## src/rtl/mem_port_arbiter_if.sv

```systemverilog
// Bundle of the two requester ports (instruction fetch, load/store) and the
// shared memory port of mem_port_arbiter.
//   slave  : arbiter view (requests and memory read data in, grants/responses/strobes out)
//   master : environment view (requesters plus memory)
interface mem_port_arbiter_if #(
   parameter int AW = 32,
   parameter int DW = 32
);
   // instruction fetch port
   logic          if_req;
   logic [AW-1:0] if_adr;
   logic          if_gnt;
   logic          if_valid;
   logic [DW-1:0] if_rdata;
   logic          if_err;
   // load/store port
   logic          d_req;
   logic          d_we;
   logic [AW-1:0] d_adr;
   logic [DW-1:0] d_wdata;
   logic          d_gnt;
   logic          d_valid;
   logic [DW-1:0] d_rdata;
   logic          d_err;
   // shared memory port
   logic [AW-1:0] adr;
   logic [DW-1:0] d_in;
   logic          mrd;
   logic          mwr;
   logic [DW-1:0] d_out;

   modport slave (
      input  if_req, if_adr,
      output if_gnt, if_valid, if_rdata, if_err,
      input  d_req, d_we, d_adr, d_wdata,
      output d_gnt, d_valid, d_rdata, d_err,
      output adr, d_in, mrd, mwr,
      input  d_out
   );

   modport master (
      output if_req, if_adr,
      input  if_gnt, if_valid, if_rdata, if_err,
      output d_req, d_we, d_adr, d_wdata,
      input  d_gnt, d_valid, d_rdata, d_err,
      input  adr, d_in, mrd, mwr,
      output d_out
   );
endinterface

```

## src/rtl/mem_port_arbiter.sv

```systemverilog
// mem_port_arbiter: shares one byte-addressed memory port between instruction
// fetch (IF) and load/store (D). A request seen in IDLE is latched and played
// out in a single ACCESS cycle; the end of ACCESS captures read data and pulses
// the owner's valid. Misaligned or out-of-range accesses never strobe memory
// and answer with err=1, rdata=0.
// Configuration macro ARB_RR_EN: when defined, simultaneous requests are
// resolved round-robin (port not granted last wins); when undefined, D always
// beats IF.
module mem_port_arbiter #(
   parameter int AW        = 32,
   parameter int DW        = 32,
   parameter int MEM_BYTES = 65536
) (
   input  logic               clk,
   input  logic               rst,
   mem_port_arbiter_if.slave  bus
);

   typedef enum logic [0:0] {
      ST_IDLE   = 1'b0,
      ST_ACCESS = 1'b1
   } state_t;

   state_t        state_q, state_d;
   logic          owner_d_q, owner_d_d;   // 1: D port owns the access, 0: IF port
   logic          we_q, we_d;
   logic          legal_q, legal_d;
   logic [AW-1:0] adr_q, adr_d;
   logic [DW-1:0] d_in_q, d_in_d;
   logic          mrd_q, mrd_d;
   logic          mwr_q, mwr_d;
   logic          if_gnt_q, if_gnt_d;
   logic          if_valid_q, if_valid_d;
   logic          if_err_q, if_err_d;
   logic [DW-1:0] if_rdata_q, if_rdata_d;
   logic          d_gnt_q, d_gnt_d;
   logic          d_valid_q, d_valid_d;
   logic          d_err_q, d_err_d;
   logic [DW-1:0] d_rdata_q, d_rdata_d;
`ifdef ARB_RR_EN
   logic          rr_d_next_q, rr_d_next_d;  // 1: D wins the next tie, 0: IF wins
`endif

   logic          win_d_s;
   logic          win_we_s;
   logic [AW-1:0] win_adr_s;
   logic [DW-1:0] win_wdata_s;
   logic          win_legal_s;

   // Word access is legal when aligned and its last byte lies inside memory;
   // the extra top bit makes a wrap past 2^AW compare as out of range.
   function automatic logic addr_legal(input logic [AW-1:0] a);
      logic [AW:0] last_byte;
      last_byte = {1'b0, a} + (AW+1)'(2'd3);
      return (a[1:0] == 2'b00) && (last_byte < (AW+1)'(MEM_BYTES));
   endfunction

   // Pick the winning requester and gather its request fields.
   always_comb begin
      win_d_s = 1'b0;
      if (bus.d_req && bus.if_req) begin
`ifdef ARB_RR_EN
         win_d_s = rr_d_next_q;
`else
         win_d_s = 1'b1;
`endif
      end else begin
         win_d_s = bus.d_req;
      end
      win_we_s    = win_d_s & bus.d_we;
      win_adr_s   = win_d_s ? bus.d_adr : bus.if_adr;
      win_wdata_s = win_d_s ? bus.d_wdata : {DW{1'b0}};
      win_legal_s = addr_legal(win_adr_s);
   end

   // Next-state and next-output computation for the IDLE/ACCESS sequencer.
   always_comb begin
      state_d    = state_q;
      owner_d_d  = owner_d_q;
      we_d       = we_q;
      legal_d    = legal_q;
      adr_d      = {AW{1'b0}};
      d_in_d     = {DW{1'b0}};
      mrd_d      = 1'b0;
      mwr_d      = 1'b0;
      if_gnt_d   = 1'b0;
      if_valid_d = 1'b0;
      if_err_d   = 1'b0;
      if_rdata_d = if_rdata_q;
      d_gnt_d    = 1'b0;
      d_valid_d  = 1'b0;
      d_err_d    = 1'b0;
      d_rdata_d  = d_rdata_q;
`ifdef ARB_RR_EN
      rr_d_next_d = rr_d_next_q;
`endif
      case (state_q)
         ST_IDLE: begin
            if (bus.if_req || bus.d_req) begin
               state_d   = ST_ACCESS;
               owner_d_d = win_d_s;
               we_d      = win_we_s;
               legal_d   = win_legal_s;
               if_gnt_d  = ~win_d_s;
               d_gnt_d   = win_d_s;
               if (win_legal_s) begin
                  adr_d  = win_adr_s;
                  d_in_d = win_wdata_s;
                  mrd_d  = ~win_we_s;
                  mwr_d  = win_we_s;
               end else begin
                  adr_d  = {AW{1'b0}};
                  d_in_d = {DW{1'b0}};
                  mrd_d  = 1'b0;
                  mwr_d  = 1'b0;
               end
`ifdef ARB_RR_EN
               rr_d_next_d = ~win_d_s;
`endif
            end else begin
               state_d = ST_IDLE;
            end
         end
         ST_ACCESS: begin
            state_d = ST_IDLE;
            if (owner_d_q) begin
               d_valid_d = 1'b1;
               d_err_d   = ~legal_q;
               d_rdata_d = (legal_q && !we_q) ? bus.d_out : {DW{1'b0}};
            end else begin
               if_valid_d = 1'b1;
               if_err_d   = ~legal_q;
               if_rdata_d = legal_q ? bus.d_out : {DW{1'b0}};
            end
         end
         default: begin
            state_d = ST_IDLE;
         end
      endcase
   end

   // State and registered outputs; synchronous active-low reset.
   always_ff @(posedge clk) begin
      if (!rst) begin
         state_q    <= ST_IDLE;
         owner_d_q  <= 1'b0;
         we_q       <= 1'b0;
         legal_q    <= 1'b0;
         adr_q      <= {AW{1'b0}};
         d_in_q     <= {DW{1'b0}};
         mrd_q      <= 1'b0;
         mwr_q      <= 1'b0;
         if_gnt_q   <= 1'b0;
         if_valid_q <= 1'b0;
         if_err_q   <= 1'b0;
         if_rdata_q <= {DW{1'b0}};
         d_gnt_q    <= 1'b0;
         d_valid_q  <= 1'b0;
         d_err_q    <= 1'b0;
         d_rdata_q  <= {DW{1'b0}};
`ifdef ARB_RR_EN
         rr_d_next_q <= 1'b0;
`endif
      end else begin
         state_q    <= state_d;
         owner_d_q  <= owner_d_d;
         we_q       <= we_d;
         legal_q    <= legal_d;
         adr_q      <= adr_d;
         d_in_q     <= d_in_d;
         mrd_q      <= mrd_d;
         mwr_q      <= mwr_d;
         if_gnt_q   <= if_gnt_d;
         if_valid_q <= if_valid_d;
         if_err_q   <= if_err_d;
         if_rdata_q <= if_rdata_d;
         d_gnt_q    <= d_gnt_d;
         d_valid_q  <= d_valid_d;
         d_err_q    <= d_err_d;
         d_rdata_q  <= d_rdata_d;
`ifdef ARB_RR_EN
         rr_d_next_q <= rr_d_next_d;
`endif
      end
   end

   assign bus.if_gnt   = if_gnt_q;
   assign bus.if_valid = if_valid_q;
   assign bus.if_err   = if_err_q;
   assign bus.if_rdata = if_rdata_q;
   assign bus.d_gnt    = d_gnt_q;
   assign bus.d_valid  = d_valid_q;
   assign bus.d_err    = d_err_q;
   assign bus.d_rdata  = d_rdata_q;
   assign bus.adr      = adr_q;
   assign bus.d_in     = d_in_q;
   assign bus.mrd      = mrd_q;
   // A reset arriving during a store ACCESS must keep the write from committing.
   assign bus.mwr      = mwr_q & rst;

endmodule

```

## src/flat_wrapper.sv

```systemverilog
// flat-port wrapper written by rule: the top's interface ports become plain ports
module mem_port_arbiter_flat 
#(
   parameter int AW        = 32,
   parameter int DW        = 32,
   parameter int MEM_BYTES = 65536
)
  (clk, rst, bus_if_req, bus_if_adr, bus_if_gnt, bus_if_valid, bus_if_rdata, bus_if_err, bus_d_req, bus_d_we, bus_d_adr, bus_d_wdata, bus_d_gnt, bus_d_valid, bus_d_rdata, bus_d_err, bus_adr, bus_d_in, bus_mrd, bus_mwr, bus_d_out);
  mem_port_arbiter_if #(.AW(AW), .DW(DW)) bus_i ();
  input  logic clk;
  input  logic rst;
  input wire logic [$bits(bus_i.if_req)-1:0] bus_if_req;
  input wire logic [$bits(bus_i.if_adr)-1:0] bus_if_adr;
  output wire logic [$bits(bus_i.if_gnt)-1:0] bus_if_gnt;
  output wire logic [$bits(bus_i.if_valid)-1:0] bus_if_valid;
  output wire logic [$bits(bus_i.if_rdata)-1:0] bus_if_rdata;
  output wire logic [$bits(bus_i.if_err)-1:0] bus_if_err;
  input wire logic [$bits(bus_i.d_req)-1:0] bus_d_req;
  input wire logic [$bits(bus_i.d_we)-1:0] bus_d_we;
  input wire logic [$bits(bus_i.d_adr)-1:0] bus_d_adr;
  input wire logic [$bits(bus_i.d_wdata)-1:0] bus_d_wdata;
  output wire logic [$bits(bus_i.d_gnt)-1:0] bus_d_gnt;
  output wire logic [$bits(bus_i.d_valid)-1:0] bus_d_valid;
  output wire logic [$bits(bus_i.d_rdata)-1:0] bus_d_rdata;
  output wire logic [$bits(bus_i.d_err)-1:0] bus_d_err;
  output wire logic [$bits(bus_i.adr)-1:0] bus_adr;
  output wire logic [$bits(bus_i.d_in)-1:0] bus_d_in;
  output wire logic [$bits(bus_i.mrd)-1:0] bus_mrd;
  output wire logic [$bits(bus_i.mwr)-1:0] bus_mwr;
  input wire logic [$bits(bus_i.d_out)-1:0] bus_d_out;
  assign bus_i.if_req = bus_if_req;
  assign bus_i.if_adr = bus_if_adr;
  assign bus_if_gnt = bus_i.if_gnt;
  assign bus_if_valid = bus_i.if_valid;
  assign bus_if_rdata = bus_i.if_rdata;
  assign bus_if_err = bus_i.if_err;
  assign bus_i.d_req = bus_d_req;
  assign bus_i.d_we = bus_d_we;
  assign bus_i.d_adr = bus_d_adr;
  assign bus_i.d_wdata = bus_d_wdata;
  assign bus_d_gnt = bus_i.d_gnt;
  assign bus_d_valid = bus_i.d_valid;
  assign bus_d_rdata = bus_i.d_rdata;
  assign bus_d_err = bus_i.d_err;
  assign bus_adr = bus_i.adr;
  assign bus_d_in = bus_i.d_in;
  assign bus_mrd = bus_i.mrd;
  assign bus_mwr = bus_i.mwr;
  assign bus_i.d_out = bus_d_out;
  mem_port_arbiter #(.AW(AW), .DW(DW), .MEM_BYTES(MEM_BYTES)) u_core (.clk(clk), .rst(rst), .bus(bus_i));
endmodule
```

## config.mk

```make
export PLATFORM = sky130hd
export DESIGN_NAME = mem_port_arbiter_flat
export DESIGN_NICKNAME = d
export VERILOG_FILES = /design/src/rtl/mem_port_arbiter_if.sv /design/src/rtl/mem_port_arbiter.sv /design/src/flat_wrapper.sv
export SDC_FILE = /design/constraint.sdc
export NUM_CORES = 1
export LEC_CHECK = 0
export ABC_AREA = 1
export CAP_MARGIN = 0
export CELL_PAD_IN_SITES_DETAIL_PLACEMENT = 1
export CELL_PAD_IN_SITES_GLOBAL_PLACEMENT = 1
export CORE_ASPECT_RATIO = 1.5
export CORE_MARGIN = 8
export CORE_UTILIZATION = 26
export DETAILED_ROUTE_END_ITERATION = 16
export PLACE_DENSITY = 0.84
export SYNTH_ARGS = -nofsm -noshare
export SYNTH_HDL_FRONTEND = slang
export SYNTH_SLANG_ARGS = --single-unit
export TNS_END_PERCENT = 1
```

## constraint.sdc

```tcl
create_clock -name clk -period 2.1 [get_ports clk]
set_clock_uncertainty 0.05 [all_clocks]
set_input_delay 0.315 -clock clk [delete_from_list [all_inputs] [get_ports clk]]
set_output_delay 0.315 -clock clk [all_outputs]
set_load 0.005 [all_outputs]
```

==> summary.txt <==
Worst setup path
  • Critical path capture point type: flip-flop
  • Critical path's slowest cell: clkdlybuf4s50_1
  • Endpoint required time on the critical path: 2420 ps
  • Type of the worst setup path: in2reg
  • CP peak stage delay: 470 ps
  • Series of cell instances along the critical path: clkdlybuf4s50_1 > nand2_1 > nand2_4 > nand2_4 > nor2_4 > nand2_1 > nor2_2 > nand2_1 > nand2_1 > nand2_1 > nor2_2 > nand2_2 > nor2_4 > nand3_4 > buf_8 > nor2_4
  • Max Fanout on Critical Path: 8
  • Data arrival time of the critical path: 2530 ps
  • Number of buffer and inverter stages on the critical path: 2
  • Most repeated library cell on the critical path: nand2_1
  • Cell family contributing the most delay on the critical path: simple AND/OR/NAND/NOR gates
  • Launching element type of the critical path: primary input

STA
  • Final min period: 2210 ps
  • Number of endpoints with negative hold slack in the final report: 0
  • Max-slew violations: 0
  • Setup slack after layout: -109 ps
  • Peak clock frequency supported by timing: 0.453 GHz
  • Setup repair after global routing missed its margin: yes
  • Final setup violation count: 49
  • Part of the cycle the worst path needs: 1.05

Clocking
  • Number of CTS-inserted buffers: 17
  • CTS tree: built
  • Clock transition at the registers of the reported paths: 70 ps
  • Maximum root-to-sink buffer count: 2
  • H-tree depth reported by CTS: 4
  • Clock tree root driver cell: clkbuf_16
  • Clock latency on the worst-skew pair: 430 ps
  • Number of clock sinks: 140
  • Hold Buf Count CTS: 0

Layout
  • Core utilization of the finished layout: 0.493
  • Final #Nets: 1351
  • Fraction of layout instances using a drive strength above 1: 0.274
  • Fin cells: 1512
  • Filler instances: 2654
  • Top library cells by usage in the layout, fill and taps aside: 224 x clkdlybuf4s50_1, 222 x nand2_1, 140 x dfxtp_1
  • Most common library cell in the layout ignoring fill and taps: clkdlybuf4s50_1
  • Post-synthesis to final-layout area growth: 86.2%

Logic synthesis
  • Avg Inst Size Synth: 7.32 sq um
  • Number of unique standard cell types used by synthesis: 35
  • Post-Synthesis Cell Area: 6080 sq um
  • Multiplexer share of the synthesized area: 0
  • Part of the Yosys area used for sequential elements: 0.461
  • Area fraction in compound gates after synthesis: 0.0809
  • Post-Synth Adder-Cell Area: 0
  • Flop and latch count out of synthesis: 140
  • Simple-gate portion of the synthesized area: 0.342
  • Synthesis warning total: 0
  • Top cells by area in the synthesized netlist: dfxtp_1 46%, nand2_1 18%, inv_1 7.4%
  • Cell taking the most area after synthesis: dfxtp_1
  • Yosys top cell area share: 0.461
  • Area share of xor/xnor cells in the synthesized design: 0
  • Number of instances in the synthesized netlist: 831
  • Combinational family with the most area after synthesis: simple AND/OR/NAND/NOR gates

GRT
  • Maximum number of pins on one net before global-route repair: 38
  • Initial antenna violation count: 1
  • Via count of the first global-routing pass: 7759
  • Wire length of the first global-routing pass: 45.3 mm
  • Tot GR Track Use: 0.209
  • Residual overflow from global routing: 0

Floorplan
  • Initial cell density of the core: 0.265
  • Die Span X: 141 microns
  • Core area: 23000 sq um
  • Die Area: 28600 sq um
  • I/O pin count: 269
  • Number of rows in the core area: 68
  • Die height: 203 microns

Drt
  • Routed len/inst: 20.7 microns
  • Detailed-route DRC error count: 0
  • Vias/cell: 4.68
  • Number of vias in the routed layout: 7081
  • DRC violation total after the first TritonRoute iteration: 281
  • Pre-antenna DRT Iters: 4
  • Post-route antenna net violation count: 0
  • Wire length reported by the detailed router: 31.3 mm

Placed design
  • Count of buffers inserted at the top-level ports: 268
  • Final HPWL from detailed placement: 20.4 mm
  • Placed Cells incl. Taps: 1435
  • Final Wtd Congestion: 0.913

Power and ir drop
  • Peak VDD IR: 0.561 mV
  • Clk network pwr share: 0.438
  • Leak Pwr: 4.83 nW
  • Net Sw Power: 2.05 mW
  • Combinational cell fraction of total power: 0.177
  • Sequential cell fraction of total power: 0.384
  • Internal power of the cells: 5.17 mW
  • Power density relative to cell area: 637 nW/um^2
  • Switch share: 0.284

Hold path
  • Kind of path behind the tightest hold check: in2reg

Run
  • Max-capacitance violation count: 0

Outcome
  • Status: complete, but fails checks
  • Failing checks: setup timing
-- final timing paths --
path                                              end  slack (ps)                                start  cells past startpoint
setup reg to reg        u_core.bus.d_in[4]$_SDFF_PP0_         460            u_core.state_q$_SDFF_PP0_                      8
hold reg to reg   u_core.bus.d_rdata[25]$_SDFFE_PN0P_         410  u_core.bus.d_rdata[25]$_SDFFE_PN0P_                      2
setup / recovery        u_core.bus.d_in[4]$_SDFF_PP0_        -110                       bus_if_adr[22]                     16
hold / removal          u_core.bus.adr[12]$_SDFF_PP0_         300                        bus_d_adr[12]                      5
-- kinds of logic (layout without fill, tap and decap cells) --
| group | count (synthesis) | after routing |
|---|---|---|
| flip-flops | 140 | 140 |
| buffers and inverters | 160 | 541 |
| AND/OR/NAND/NOR | 451 | 453 |
| AO/OA/AOI/OAI | 79 | 79 |
| other | 1 | 19 |
-- Yosys cell counts (all sizes together) --
library cell	n
o21ai	10
or2	2
nand3b	4
nand2	301
and3	1
buf	17
clkinv	3
nor3	2
inv	123
a22oi	32
o21bai	1
conb	1
dfxtp	140
clkbuf	17
o211ai	1
a31o	1
nor3b	2
nand3	23
a21oi	34
nand4	4
nor2	112
-- tightest hold or removal path, cell delays in order --
cell,delay (ps)
dlygate4sd2_1,210
inv_1,40
nand2_1,50
nand2_1,50
nor2_1,80
-- stage by stage --
stage | TNS, ps | worst slack [ps] | area [sq um] | power (mW) | hold WS (ps)
after floorplan | -2040 | -66.3 | 6210 | 3.18 | 377
after global placement | -31770 | -689 | 9630 | 3.82 | 402
after detailed placement | -34280 | -780 | 9630 | 3.85 | 405
after CTS | 0 | 0.848 | 11100 | 7.12 | 217
after global routing | -7530 | -214 | 11300 | 7.48 | 321
final | -3510 | -109 | 11300 | 7.21 | 301
-- power groups by stage --
stage               Sequential (mW)  Combinational, mW  Clock (mW)
floorplan                      2.83              0.354           0
global placement               2.82              0.996           0
detailed placement             2.83               1.02           0
CTS                            2.77               1.17        3.18
global route                   2.78               1.35        3.34
finish                         2.77               1.28        3.16
-- metal layers --
metal	GRT usage	wire length (microns)	vias up
li1	-	-	3281
met1	0.193	10800	3363
met2	0.407	16900	326
met3	0.0445	1620	111
met4	0.128	1980	0
met5	0	0	-
-- state kept, by name, summed over array words and instances (netlist names) --
| name | count |
|---|---|
| u_core.bus.adr | 32 |
| u_core.bus.d_err | 1 |
| u_core.bus.d_gnt | 1 |
| u_core.bus.d_in | 32 |
| u_core.bus.d_rdata | 32 |
| u_core.bus.d_valid | 1 |
| u_core.bus.if_err | 1 |
| u_core.bus.if_gnt | 1 |
| u_core.bus.if_rdata | 32 |
| u_core.bus.if_valid | 1 |
| u_core.bus.mrd | 1 |
| u_core.legal_q | 1 |
| u_core.mwr_q | 1 |
| u_core.owner_d_q | 1 |
| u_core.state_q | 1 |
| u_core.we_q | 1 |
-- cell type report --
type / instances / area, sq um / area share
diodes: 1 / 2.50 / 0.000221
clock buffers: 17 / 425 / 0.0376
clock inverters: 15 / 180 / 0.0159
inverters: 126 / 487 / 0.0430
multi-input cells: 550 / 3320 / 0.293
flip-flops and latches: 140 / 2800 / 0.248
well taps: 280 / 350 / 0.0309
repair buffers: 382 / 3750 / 0.331
repair inverters: 1 / 6.26 / 0.000553
-- repair_timing --
item | 4_1_cts | 5_1_grt
endpoints found under the setup margin | 49 | 49
gates cloned | 7 | 1
pin swaps | 102 | 55
buffers inserted | 31 | 10
resized for setup | 178 | 72
Note: power is estimated with default switching activity, not from simulation.
